<file path="src/rtl/pwm_ctrl_pkg.sv">
// Shared types and constants for the motor PWM command path.
package pwm_ctrl_pkg;

  typedef enum logic [1:0] {
    SRC_FAILSAFE = 2'd0,
    SRC_HOST     = 2'd1,
    SRC_RC       = 2'd2
  } source_t;

  localparam int         TICKS_PER_MS  = 255;
  localparam logic [7:0] NEUTRAL_WIDTH = 8'd127;
  localparam int         WD_BITS       = 17;

endpackage

</file>
<file path="src/rtl/pwm_slew_limiter.sv">
// Per-channel width register. With SLEW_LIMIT_EN defined the width walks toward
// its target by at most STEP per shared tick and snaps to neutral on pause;
// without it the width simply registers the target every cycle.
module pwm_slew_limiter
  import pwm_ctrl_pkg::*;
#(
  parameter int         STEP    = 4,
  parameter logic [7:0] NEUTRAL = NEUTRAL_WIDTH
) (
  input  logic       clk_255kHz,
  input  logic       reset,
  input  logic [7:0] target,
  input  logic       tick,
  input  logic       snap,
  output logic [7:0] width
);

`ifdef SLEW_LIMIT_EN
  localparam logic signed [8:0] STEP_POS = 9'(STEP);

  logic signed [8:0] diff;
  logic signed [9:0] moved;
  logic [7:0]        next_width;

  // One slew step toward the target, clamped so the width can never wrap
  always_comb begin
    diff = $signed({1'b0, target}) - $signed({1'b0, width});
    if (diff > STEP_POS) begin
      moved = $signed({2'b00, width}) + $signed({STEP_POS[8], STEP_POS});
    end else if (diff < -STEP_POS) begin
      moved = $signed({2'b00, width}) - $signed({STEP_POS[8], STEP_POS});
    end else begin
      moved = $signed({2'b00, target});
    end
    if (moved < 10'sd0) begin
      next_width = 8'd0;
    end else if (moved > 10'sd255) begin
      next_width = 8'd255;
    end else begin
      next_width = moved[7:0];
    end
  end

  // Pause snaps straight to neutral; otherwise the width only moves on a tick
  always_ff @(posedge clk_255kHz or negedge reset) begin
    if (!reset) begin
      width <= NEUTRAL;
    end else if (snap) begin
      width <= NEUTRAL;
    end else if (tick) begin
      width <= next_width;
    end
  end
`else
  localparam int step_unused = STEP;

  logic unused_inputs;
  assign unused_inputs = tick ^ snap;

  // Without slew limiting the width follows the target one cycle later
  always_ff @(posedge clk_255kHz or negedge reset) begin
    if (!reset) begin
      width <= NEUTRAL;
    end else begin
      width <= target;
    end
  end
`endif

endmodule

</file>
<file path="src/rtl/pwm_command_arbiter.sv">
// Chooses between host, RC and failsafe commands for the two motor PWM
// generators, with a host watchdog. Optional slew limiting: SLEW_LIMIT_EN.
module pwm_command_arbiter
  import pwm_ctrl_pkg::*;
#(
  parameter int         HOST_TIMEOUT_MS = 250,
  parameter int         SLEW_STEP       = 4,
  parameter int         SLEW_PERIOD     = 1275,
  parameter logic [7:0] NEUTRAL         = NEUTRAL_WIDTH
) (
  input  logic       clk_255kHz,
  input  logic       reset,
  input  logic [7:0] host_left,
  input  logic [7:0] host_right,
  input  logic       host_strobe,
  input  logic       rc_valid,
  input  logic [7:0] rc_left,
  input  logic [7:0] rc_right,
  input  logic       rc_override,
  input  logic       pause,
  output logic [7:0] width_left,
  output logic [7:0] width_right,
  output logic [1:0] source,
  output logic       host_timeout
);

  localparam logic [WD_BITS-1:0] LIMIT = WD_BITS'(HOST_TIMEOUT_MS * TICKS_PER_MS);

  logic [7:0]         host_l;
  logic [7:0]         host_r;
  logic [WD_BITS-1:0] wd_count;
  logic [WD_BITS-1:0] wd_next;
  source_t            state;
  logic [7:0]         target_l;
  logic [7:0]         target_r;
  logic               tick;

  assign source = state;

  // Watchdog advance: a strobe restarts it, otherwise count up and stick at the limit
  always_comb begin
    if (host_strobe) begin
      wd_next = '0;
    end else if (wd_count == LIMIT) begin
      wd_next = LIMIT;
    end else begin
      wd_next = wd_count + 1'b1;
    end
  end

  // Host command latches, watchdog count and its registered expiry flag
  always_ff @(posedge clk_255kHz or negedge reset) begin
    if (!reset) begin
      host_l       <= NEUTRAL;
      host_r       <= NEUTRAL;
      wd_count     <= LIMIT;
      host_timeout <= 1'b1;
    end else begin
      if (host_strobe) begin
        host_l <= host_left;
        host_r <= host_right;
      end
      wd_count     <= wd_next;
      host_timeout <= (wd_next == LIMIT);
    end
  end

  // Source selection: pause, then RC override, then a live host, else failsafe
  always_ff @(posedge clk_255kHz or negedge reset) begin
    if (!reset) begin
      state <= SRC_FAILSAFE;
    end else if (pause) begin
      state <= SRC_FAILSAFE;
    end else if (rc_valid && rc_override) begin
      state <= SRC_RC;
    end else if (!host_timeout) begin
      state <= SRC_HOST;
    end else begin
      state <= SRC_FAILSAFE;
    end
  end

  // Target widths follow the current source; RC values are used live
  always_comb begin
    target_l = NEUTRAL;
    target_r = NEUTRAL;
    case (state)
      SRC_HOST: begin
        target_l = host_l;
        target_r = host_r;
      end
      SRC_RC: begin
        target_l = rc_left;
        target_r = rc_right;
      end
      default: begin
        target_l = NEUTRAL;
        target_r = NEUTRAL;
      end
    endcase
  end

`ifdef SLEW_LIMIT_EN
  localparam int TICK_BITS = (SLEW_PERIOD > 1) ? $clog2(SLEW_PERIOD) : 1;

  logic [TICK_BITS-1:0] tick_count;

  assign tick = (tick_count == TICK_BITS'(SLEW_PERIOD - 1));

  // Free-running slew tick counter shared by both channels
  always_ff @(posedge clk_255kHz or negedge reset) begin
    if (!reset) begin
      tick_count <= '0;
    end else if (tick) begin
      tick_count <= '0;
    end else begin
      tick_count <= tick_count + 1'b1;
    end
  end
`else
  localparam int slew_cfg_unused = SLEW_PERIOD;

  assign tick = 1'b0;
`endif

  pwm_slew_limiter #(
    .STEP    (SLEW_STEP),
    .NEUTRAL (NEUTRAL)
  ) u_slew_left (
    .clk_255kHz (clk_255kHz),
    .reset      (reset),
    .target     (target_l),
    .tick       (tick),
    .snap       (pause),
    .width      (width_left)
  );

  pwm_slew_limiter #(
    .STEP    (SLEW_STEP),
    .NEUTRAL (NEUTRAL)
  ) u_slew_right (
    .clk_255kHz (clk_255kHz),
    .reset      (reset),
    .target     (target_r),
    .tick       (tick),
    .snap       (pause),
    .width      (width_right)
  );

endmodule

</file>
<file path="config.mk">
export PLATFORM = sky130hd
export DESIGN_NAME = pwm_command_arbiter
export DESIGN_NICKNAME = d
export VERILOG_FILES = /design/src/rtl/pwm_ctrl_pkg.sv /design/src/rtl/pwm_slew_limiter.sv /design/src/rtl/pwm_command_arbiter.sv
export SDC_FILE = /design/constraint.sdc
export NUM_CORES = 1
export LEC_CHECK = 0
export CORE_MARGIN = 2
export CORE_UTILIZATION = 49
export DETAILED_ROUTE_END_ITERATION = 8
export PLACE_DENSITY = 0.79
export RECOVER_POWER = 50
export SYNTH_ARGS = -nofsm -noshare
export SYNTH_HDL_FRONTEND = slang
export SYNTH_SLANG_ARGS = --single-unit
</file>
<file path="constraint.sdc">
create_clock -name clk_255kHz -period 3 [get_ports clk_255kHz]
set_input_delay 0.45 -clock clk_255kHz [delete_from_list [all_inputs] [get_ports clk_255kHz]]
set_output_delay 0.45 -clock clk_255kHz [all_outputs]
set_load 0.005 [all_outputs]
</file>
# [After elaboration in Yosys (flattened, before gate mapping)]
# Index checks and enable logic that the tools add are counted.
# Widths: inputs -> output; s select.
[totals] latch_bits=0 ram_bits=0 memories=0 rom_bits=0 in_bits=38 regBits=52
[classes] shift=0 bitwise=0 multipliers=0 n_div=0 reduce_logical=1 order_cmp=0 add_sub_neg=1 n_mux=7 eq_ne=4
[ops] cell="$eq 17x16->1 const B" n=2
[ops] cell="$mux 17" n=2
[ops] cell="$pmux 8 s2" n=2
[ops] cell="$add 17x1->17 const B" n=1
[ops] cell="$mux 2" n=2
[ops] cell="$eq 2x1->1 const B" n=1
[ops] cell="$eq 2x2->1 const B" n=1
[ops] cell="$logic_and 1x1->1" n=1
[ops] cell="$mux 1" n=1

# [Depth between registers and ports, before layout]
# Gate-level depths: netlist (run 1).
[logic_depth] depth_word=4 mapped_depth=8 ltp_nobuf=7

# [By module]
# Synthesis (run 1) repeated with hierarchy kept, for this count alone.
[unflattened] hier_cells=212 area_unflattened_um2=2541.2
[modules_own_cells] mod="pwm_command_arbiter" seq_area_each_um2=929.6 area_per_inst_um2=2123.3 cells_per_inst=196 instances=1
[modules_own_cells] mod="pwm_slew_limiter" seq_area_each_um2=209.0 area_per_inst_um2=209.0 cells_per_inst=8 instances=2

# [Worst setup path after synthesis (run 1)]
# Ideal clock, no wire load.
[synth_timing] path_kind="reg2reg" start="register wd_count[3]" end="register host_timeout" period_less_slack_ns=2.159 t_arrival_ns=2.054 path_buffers=2 slack_ns=0.841 required_ns=2.895 stages_incl_launch_ff=8 path_cell_list="dfrtp_1 -> buf_6 -> or4b_1 -> or4_4 -> nand2b_1 -> buf_6 -> inv_2 -> a2111oi_2"
[synth_via] elab_chain_cells=4 elab_cells_between_ends=5
[synth_rtl] element="start: declaration" line="pwm_command_arbiter.sv:31" text="logic [WD_BITS-1:0] wd_count;"
[synth_rtl] element="start signal: assignment" line="pwm_command_arbiter.sv:63" text="wd_count <= wd_next;"
[synth_rtl] element="$add 17x1->17 or $eq 17x16->1 (tied branches)" line="pwm_command_arbiter.sv:47, pwm_command_arbiter.sv:44"
[synth_rtl] element="$mux 17 (*)" line="pwm_command_arbiter.sv:44" text="end else if (wd_count == LIMIT) begin"
[synth_rtl] element="$mux 17 (*)" line="pwm_command_arbiter.sv:42" text="if (host_strobe) begin"
[synth_rtl] element="$eq 17x16->1 (*)" line="pwm_command_arbiter.sv:64" text="host_timeout <= (wd_next == LIMIT);"
[synth_rtl] element="end signal: assignment" line="pwm_command_arbiter.sv:64"
[synth_rtl] element="end: declaration" line="pwm_command_arbiter.sv:24" text="output logic host_timeout"
# Mark *: on every way between the ends. The rest lies on a longest branch, timed or not.
# A chain may end at the register's enable or synchronous reset.

# [Final worst setup path (run 1)]
# Same ends and word-level chain as after synthesis.

==> summary.md, run 1 <==
| Metric | Value |
|---|---|
| Run status | `finished, violations left` |
| Violations in the final reports | `max-capacitance violations, max-slew violations` |
| IO buf count | `56` |
| Post-layout net count | `287` |
| Global-route wire length before repair | `8.24 mm` |
| Fin Setup TNS | `0 ns` |
| Number of nets with antenna violations after detailed routing | `0` |
| Post-layout minimum cycle time | `2.37 ns` |
| Number of instances in the synthesized netlist | `just under 200` |
| Detailed-route wire length | `just under 5 mm` |
| Share of post-route cells with drive strength above 1 | `0.276` |
| DRC violation count after routing | `0` |
| Congestion Overflow GR | `0` |
| Number of placement rows | `25` |
| Area of the die | `5440 sq um` |
| Antenna Cells | `0` |
| Number of sinks driven by the clock tree | `52` |
| Average routed wire per standard cell | `16.1 um` |
| Maximum ir drop on the vdd rail | `366 uV` |
| Net count after synthesis | `237` |
| Number of flip-flops and latches in the synthesized netlist | `52` |
| Max Slew Vio Count | `40` |
| Worst setup SP type | `flip-flop` |
| Via-to-Cell Ratio | `5.73` |
| Top-Level Pins | `57` |
| HPWL after detailed placement | `3.43 mm` |
| Pin count of the biggest net entering global routing | `40` |
| Critical path class | `flip-flop to flip-flop` |
| Clock transition at the register clock pins on the worst setup and hold paths after CTS | `0.09 ns` |
| Most instantiated flip-flop cell in the synthesis netlist | `sky130_fd_sc_hd__dfstp_2` |
| Die Height | `73.7 um` |
| Hold WC Path Type | `flip-flop to flip-flop` |
| Cell type group with the largest total delay on the critical path | `simple AND/OR/NAND/NOR gates` |
| EDFF count, synth | `0` |
| Worst R2R Setup Slack | `~0.63 ns` |
| Number of buffers created by CTS | `5` |
| Number of DRC markers in iteration 0 | `66` |
| Routability congestion estimate | `0.853` |
| Leak | `0.00114 uW` |
| Crit path buf inv count | `1` |
| Cell area power density | `464 nW/um^2` |
| Antenna violations before repair | `0` |
| DRT Pass-1 Iters | `4` |
| Synthesized area | `2380 sq um` |
| RSZ-0062 raised after global routing | `no` |
| Total setup violations reported at the end of the flow | `0` |
| Die Width | `about 74 um` |
| Crit-path max cell delay | `0.57 ns` |
| Cell breakdown of the critical path | `or4b_1 -> or4_4 -> nand2b_1 -> inv_2 -> a2111oi_2` |
| F_max | `422 MHz` |
| Sequential share of the synthesized area | `0.566` |
| Leading cell type in the layout, fill and taps excluded | `sky130_fd_sc_hd__clkdlybuf4s50_1` |
| Via count of the first global-routing pass | `roughly 1700` |
| Arrival time of the worst setup path | `2.58 ns` |
| Overall routing resource usage | `0.204` |
| Element type at the critical path end | `flip-flop` |
| P&R area growth vs syn | `27.0%` |
| Filler Cells Inserted | `between 300 and 400` |
| Area of all placed cells without fillers | `a little over 3000 sq um` |
| Setup skew after layout | `0.00313 ns` |
| Peak fanout along the critical path | `10` |
| Post-synth ARST share | `1.00` |
| Via count | `1719` |
| CP max-delay cell | `sky130_fd_sc_hd__or4_4` |
| Worst path required time | `3.21 ns` |
| Post-CTS Resized | `0` |
| Max-cap violations | `1` |
| Worst Max-Slew Pin Slew | `1.99 ns` |
| Clock tree from TritonCTS | `yes` |
| Core region area | `4690 sq um` |
| Hold buffer count at cts | `0` |
| H-tree levels | `2` |
| Initial core utilization | `0.508` |
| Yosys warns | `0` |
| Mean cell area of the mapped netlist | `approximately 12 sq um` |
| Max-Slew Margin vs Limit | `-0.324` |
| Number of instances in the placed design | `between 200 and 300` |
| Clock latency reported for the late side of the worst-skew pair | `0.31 ns` |
| Count of final hold-check violations | `0` |
| Placed inst area | `2940 sq um` |
| Number of buffers added for setup after CTS | `0` |
| Cell at the root of the clock tree | `sky130_fd_sc_hd__clkbuf_8` |
| Distinct cell type count after synthesis | `39` |
| Non-filler instance count after layout | `300` |
| Commonest non-fill, non-tap cells in the layout | `53 x sky130_fd_sc_hd__clkdlybuf4s50_1, 37 x sky130_fd_sc_hd__dfstp_2, 20 x sky130_fd_sc_hd__nor2_1, 16 x sky130_fd_sc_hd__mux2_2, 15 x sky130_fd_sc_hd__dfrtp_1` |
| Portion of the clock cycle consumed by the worst path in the final layout | `0.789` |
| Clock tree buffer depth | `2` |
==> flip-flops by register name (all words and copies together), names as in the netlist <==
name and flops:
u_slew_right.width 8, host_l 8, host_timeout 1, source 2, host_r 8, u_slew_left.width 8, wd_count 17
==> synth_stat cells (all sizes together) (2+ instances only) <==
cell    count  area share
nor4        3      0.0079
nand4       5       0.013
buf         4       0.016
or4b        2       0.010
nand2b      3      0.0079
nand3       7       0.015
nand2       4      0.0063
dfstp      37        0.41
nor2       20       0.032
a21oi       3      0.0063
nor3        5       0.011
mux2       16       0.076
a22oi       2      0.0063
ha          4       0.021
and3        3      0.0084
or4         2      0.0079
clkbuf     11       0.017
xnor2      12       0.044
inv         7       0.011
xor2        4       0.015
a221o      14       0.059
dfrtp      15        0.16
==> area by class of cell <==
class / count / area (sq um) / area share
Tap cell: 54 / 67.6 / 0.0223
Multi-Input combinational cell: 121 / 930 / 0.307
Clock inverter: 2 / 16.3 / 0.00538
Sequential cell: 52 / 1350 / 0.445
Timing Repair Buffer: 58 / 566 / 0.187
Inverter: 7 / 26.3 / 0.00868
Clock buffer: 6 / 72.6 / 0.0240
==> metal layers <==
layer / up-vias / share of wire / GRT usage
met5: - / 0 / 0
met3: 10 / 0.045 / 0.0412
met4: 0 / 0.027 / 0.0949
li1: 805 / - / -
met2: 53 / 0.52 / 0.345
met1: 851 / 0.41 / 0.250
==> cells by family after synthesis <==
group / after synthesis / synth area share
xor+xnor: 16 / 0.0588
flops: 52 / 0.566
mux: 16 / 0.0756
buf+inv: 22 / 0.0441
simple gates: 59 / 0.137
fa+ha+maj: 4 / 0.0210
compound gates: 26 / 0.0977
==> metrics by stage <==
step	hold slack [ns]	util	total power, uW	worst slack (ns)
final	0.526	0.645	1400	0.633
after global routing	0.560	0.645	1470	0.456
after CTS	0.247	0.646	1420	0.622
after detailed placement	0.506	0.627	1020	0.644
after global placement	0.495	0.627	1020	0.709
after floorplan	0.154	-	892	0.841
==> power breakdown <==
group | switching (uW) | total, uW | leakage [uW] | internal [uW]
logic | 74.4 | 201 | 0.000511 | 127
registers | 24.2 | 806 | 0.000588 | 782
clock network | 230 | 397 | 0.0000414 | 166
total | 329 | 1400 | 0.00114 | 1070
==> worst reg2reg max path: cells and delay by family, from the launching register on <==
kind,cells,cell delay [ns]
AOI/OAI and AO/OA,1,0.29
buffers and inverters,1,0.06
DFF,1,0.47
and+or+nand+nor,3,1.46
==> worst paths after layout <==
path | from | to | depth (start not counted)
worst max-delay path | wd_count[3]$_DFF_PN0_ | host_timeout$_DFF_PN1_ | 5
worst min-delay path | host_r[7]$_DFFE_PN0P_ | host_r[7]$_DFFE_PN0P_ | 1
worst max register to register | wd_count[3]$_DFF_PN0_ | host_timeout$_DFF_PN1_ | 5
worst min register to register | host_r[7]$_DFFE_PN0P_ | host_r[7]$_DFFE_PN0P_ | 1
max in group asynchronous | reset | host_l[6]$_DFFE_PN1P_ | 2
min in group asynchronous | reset | u_slew_right.width[7]$_DFF_PN0_ | 1
No activity file was read; power rests on OpenSTA's default activity.
==> run 2, diff against run 1 <==
--- a/config.mk
+++ b/config.mk
@@ -6,9 +6,9 @@
 export NUM_CORES = 1
 export LEC_CHECK = 0
 export CORE_MARGIN = 2
-export CORE_UTILIZATION = 49
+export CORE_UTILIZATION = 44
 export DETAILED_ROUTE_END_ITERATION = 8
-export PLACE_DENSITY = 0.79
+export PLACE_DENSITY = 0.75
 export RECOVER_POWER = 50
 export SYNTH_ARGS = -nofsm -noshare
 export SYNTH_HDL_FRONTEND = slang
==> constraint.sdc (replaced) <==
create_clock -name clk_255kHz -period 2 [get_ports clk_255kHz]
set_input_delay 0.3 -clock clk_255kHz [delete_from_list [all_inputs] [get_ports clk_255kHz]]
set_output_delay 0.3 -clock clk_255kHz [all_outputs]
set_load 0.005 [all_outputs]
==> run 2 against run 1 <==
The run ends with negative setup slack left; utilization fell by 0.11 points; power grew 53%; clock power grew 56%; die area grew 11%; critical endpoint unchanged; largest cell class unchanged; highest routed layer unchanged.
==> summary.md, run 2 (synthesized netlist as in run 1, its figures left out) <==
| Metric | Value |
|---|---|
| Max-Slew Margin vs Limit | `0.272 (was -0.324)` |
| Detailed-route wire length | `5.36 mm (was 4.84 mm)` |
| H-tree levels | `2 (unchanged)` |
| Count of final hold-check violations | `0 (unchanged)` |
| Via-to-Cell Ratio | `5.20 (was 5.73)` |
| Number of buffers created by CTS | `5 (unchanged)` |
| Post-layout minimum cycle time | `2.11 ns (was 2.37 ns)` |
| Violations in the final reports | `negative setup slack (was max-capacitance violations, max-slew violations)` |
| Via count of the first global-routing pass | `1832 (was 1709)` |
| Power after layout | `2150 uW (was 1400 uW)` |
| Crit-path max cell delay | `0.59 ns (was 0.57 ns)` |
| Average routed wire per standard cell | `15.6 um (was 16.1 um)` |
| Number of sinks driven by the clock tree | `52 (unchanged)` |
| Via count | `1788 (was 1719)` |
| Core region area | `5170 sq um (was 4690 sq um)` |
| CP max-delay cell | `sky130_fd_sc_hd__or4_4 (unchanged)` |
| Maximum ir drop on the vdd rail | `496 uV (was 366 uV)` |
| Antenna Cells | `0 (unchanged)` |
| Destination of the worst hold path | `host_r[7]$_DFFE_PN0P_ (unchanged)` |
| Area of combinational cells with multiple inputs | `993 sq um (was 930 sq um)` |
| Worst Max-Slew Pin Slew | `1.09 ns (was 1.99 ns)` |
| Routability congestion estimate | `0.879 (was 0.853)` |
| Post-layout net count | `315 (was 287)` |
| Clock tree buffer depth | `2 (unchanged)` |
| IO buf count | `56 (unchanged)` |
| Leading cell type in the layout, fill and taps excluded | `sky130_fd_sc_hd__clkdlybuf4s50_1 (unchanged)` |
| Die Width | `77.6 um (was 73.7 um)` |
| DRT Pass-1 Iters | `4 (unchanged)` |
| Total setup violations reported at the end of the flow | `10 (was 0)` |
| Commonest non-fill, non-tap cells in the layout | `53 x sky130_fd_sc_hd__clkdlybuf4s50_1, 37 x sky130_fd_sc_hd__dfstp_2, 27 x sky130_fd_sc_hd__buf_4, 20 x sky130_fd_sc_hd__nor2_1, 16 x sky130_fd_sc_hd__mux2_2 (was 53 x sky130_fd_sc_hd__clkdlybuf4s50_1, 37 x sky130_fd_sc_hd__dfstp_2, 20 x sky130_fd_sc_hd__nor2_1, 16 x sky130_fd_sc_hd__mux2_2, 15 x sky130_fd_sc_hd__dfrtp_1)` |
| Final worst setup slack | `-0.105 ns (was 0.633 ns)` |
| Die Height | `77.6 um (was 73.7 um)` |
| Overall routing resource usage | `0.192 (was 0.204)` |
| Setup skew after layout | `0.0138 ns (was 0.00313 ns)` |
| Critical path class | `flip-flop to flip-flop (unchanged)` |
| Register bank with the most flops | `wd_count (unchanged)` |
| Initial core utilization | `0.461 (was 0.508)` |
| Cell breakdown of the critical path | `or4b_4 -> or4_4 -> nand2b_4 -> inv_2 -> a2111oi_2 (was or4b_1 -> or4_4 -> nand2b_1 -> inv_2 -> a2111oi_2)` |
| Number of nets with antenna violations after detailed routing | `0 (unchanged)` |
| Arrival time of the worst setup path | `2.31 ns (was 2.58 ns)` |
| Antenna violations before repair | `0 (unchanged)` |
| Number of flip-flops in the largest register | `17 (unchanged)` |
| Depth of the worst hold-timing path | `1 (unchanged)` |
| Worst Min Path Start | `host_r[7]$_DFFE_PN0P_ (unchanged)` |
| Peak fanout along the critical path | `3 (was 10)` |
| Area taken by flip-flops and latches | `1350 sq um (unchanged)` |
| Worst path required time | `2.21 ns (was 3.21 ns)` |
| Cell at the root of the clock tree | `sky130_fd_sc_hd__clkbuf_8 (unchanged)` |
| Number of cell instances on the worst register-to-register path | `5 (unchanged)` |
| Area of the die | `6020 sq um (was 5440 sq um)` |
| Hold WC Path Type | `flip-flop to flip-flop (unchanged)` |
| DRC violation count after routing | `0 (unchanged)` |
| HPWL after detailed placement | `3.85 mm (was 3.43 mm)` |
| Global-route wire length before repair | `9.09 mm (was 8.24 mm)` |
| Worst reg2reg path endpoint | `host_timeout$_DFF_PN1_ (unchanged)` |
| Top-Level Pins | `57 (unchanged)` |
| F_max | `475 MHz (was 422 MHz)` |
| Worst setup SP type | `flip-flop (unchanged)` |
| Max Slew Vio Count | `0 (was 40)` |
| Worst R2R Setup Slack | `-0.11 ns (was 0.63 ns)` |
| Max-cap violations | `0 (was 1)` |
| Clock transition at the register clock pins on the worst setup and hold paths after CTS | `0.10 ns (was 0.09 ns)` |
| Congestion Overflow GR | `0 (unchanged)` |
| Clock latency reported for the late side of the worst-skew pair | `0.31 ns (about the same)` |
| Number of DRC markers in iteration 0 | `90 (was 66)` |
| Portion of the clock cycle consumed by the worst path in the final layout | `1.05 (was 0.789)` |
| Share of post-route cells with drive strength above 1 | `0.387 (was 0.276)` |
| Element type at the critical path end | `flip-flop (unchanged)` |
| RSZ-0062 raised after global routing | `yes (was no)` |
| Minimum setup slack after placement | `-0.222 ns (was 0.644 ns)` |
| End-of-flow core utilization | `0.644 (was 0.645)` |
| Run status | `finished, violations left (unchanged)` |
| Worst reg2reg path startpoint | `wd_count[11]$_DFF_PN1_ (was wd_count[3]$_DFF_PN0_)` |
| Cell area power density | `645 nW/um^2 (was 464 nW/um^2)` |
| Clock tree from TritonCTS | `yes (unchanged)` |
| Filler Cells Inserted | `395 (was 359)` |
| Leak | `0.00132 uW (was 0.00114 uW)` |
| Pin count of the biggest net entering global routing | `33 (was 40)` |
| P&R area growth vs syn | `39.8% (was 27.0%)` |
| Number of placement rows | `26 (was 25)` |
run 2: worst max-delay path: cells and delay by family, from the launching register on:
family | cells | cell delay [ns]
DFF | 1 | 0.54
AOI/OAI and AO/OA | 1 | 0.28
buffers and inverters | 1 | 0.04
and+or+nand+nor | 3 | 1.14
run 2: layout make-up:
cell class | count | area share
Sequential cell | 52 | 0.405
Timing Repair Buffer | 86 | 0.234
Clock inverter | 3 | 0.00789
Multi-Input combinational cell | 121 | 0.298
Tap cell | 70 | 0.0263
Clock buffer | 5 | 0.0207
Inverter | 7 | 0.00789
run 2: worst max-delay path by stage:
stage,startpoint,end
global placement,wd_count[11]$_DFF_PN1_,host_timeout$_DFF_PN1_
floorplan,wd_count[3]$_DFF_PN0_,host_timeout$_DFF_PN1_
global route,wd_count[6]$_DFF_PN0_,host_timeout$_DFF_PN1_
detailed placement,wd_count[11]$_DFF_PN1_,host_timeout$_DFF_PN1_
CTS,wd_count[8]$_DFF_PN1_,host_timeout$_DFF_PN1_
finish,wd_count[11]$_DFF_PN1_,host_timeout$_DFF_PN1_
run 2: what timing repair did:
| item | 4_1_cts | 5_1_grt |
|---|---|---|
| pin swaps | 2 | 1 |
| hold buffers | 1 | 0 |
| setup buffers | 0 | 2 |
| gates resized for setup | 7 | 5 |
| setup endpoints to repair | 10 | 11 |
| endpoints found under the hold margin | 6 | 0 |
run 2: where the power goes:
group | leakage [uW] | switching [uW] | internal, uW
clock | 0.0000487 | 365 | 256
sequential | 0.000588 | 32.7 | 1170
combinational | 0.000682 | 122 | 201
run 2: per-layer routing:
layer | vias to the layer above | GRT usage | part of all wire
li1 | 870 | - | -
met1 | 873 | 0.269 | 0.45
met2 | 38 | 0.303 | 0.49
met3 | 7 | 0.0314 | 0.037
met4 | 0 | 0.0661 | 0.017
met5 | - | 0 | 0
run 2: per-stage QoR:
step / cells / hold WS, ns / TNS [ns] / cell area (sq um)
CTS: 342 / 0.477 / -0.310 / 3310
finish: 344 / 0.526 / -0.411 / 3330
global placement: 333 / 0.287 / -0.116 / 3170
global route: 344 / 0.547 / -4.09 / 3330
detailed placement: 333 / 0.289 / -0.405 / 3170
floorplan: 195 / 0.00441 / -0.159 / 2380
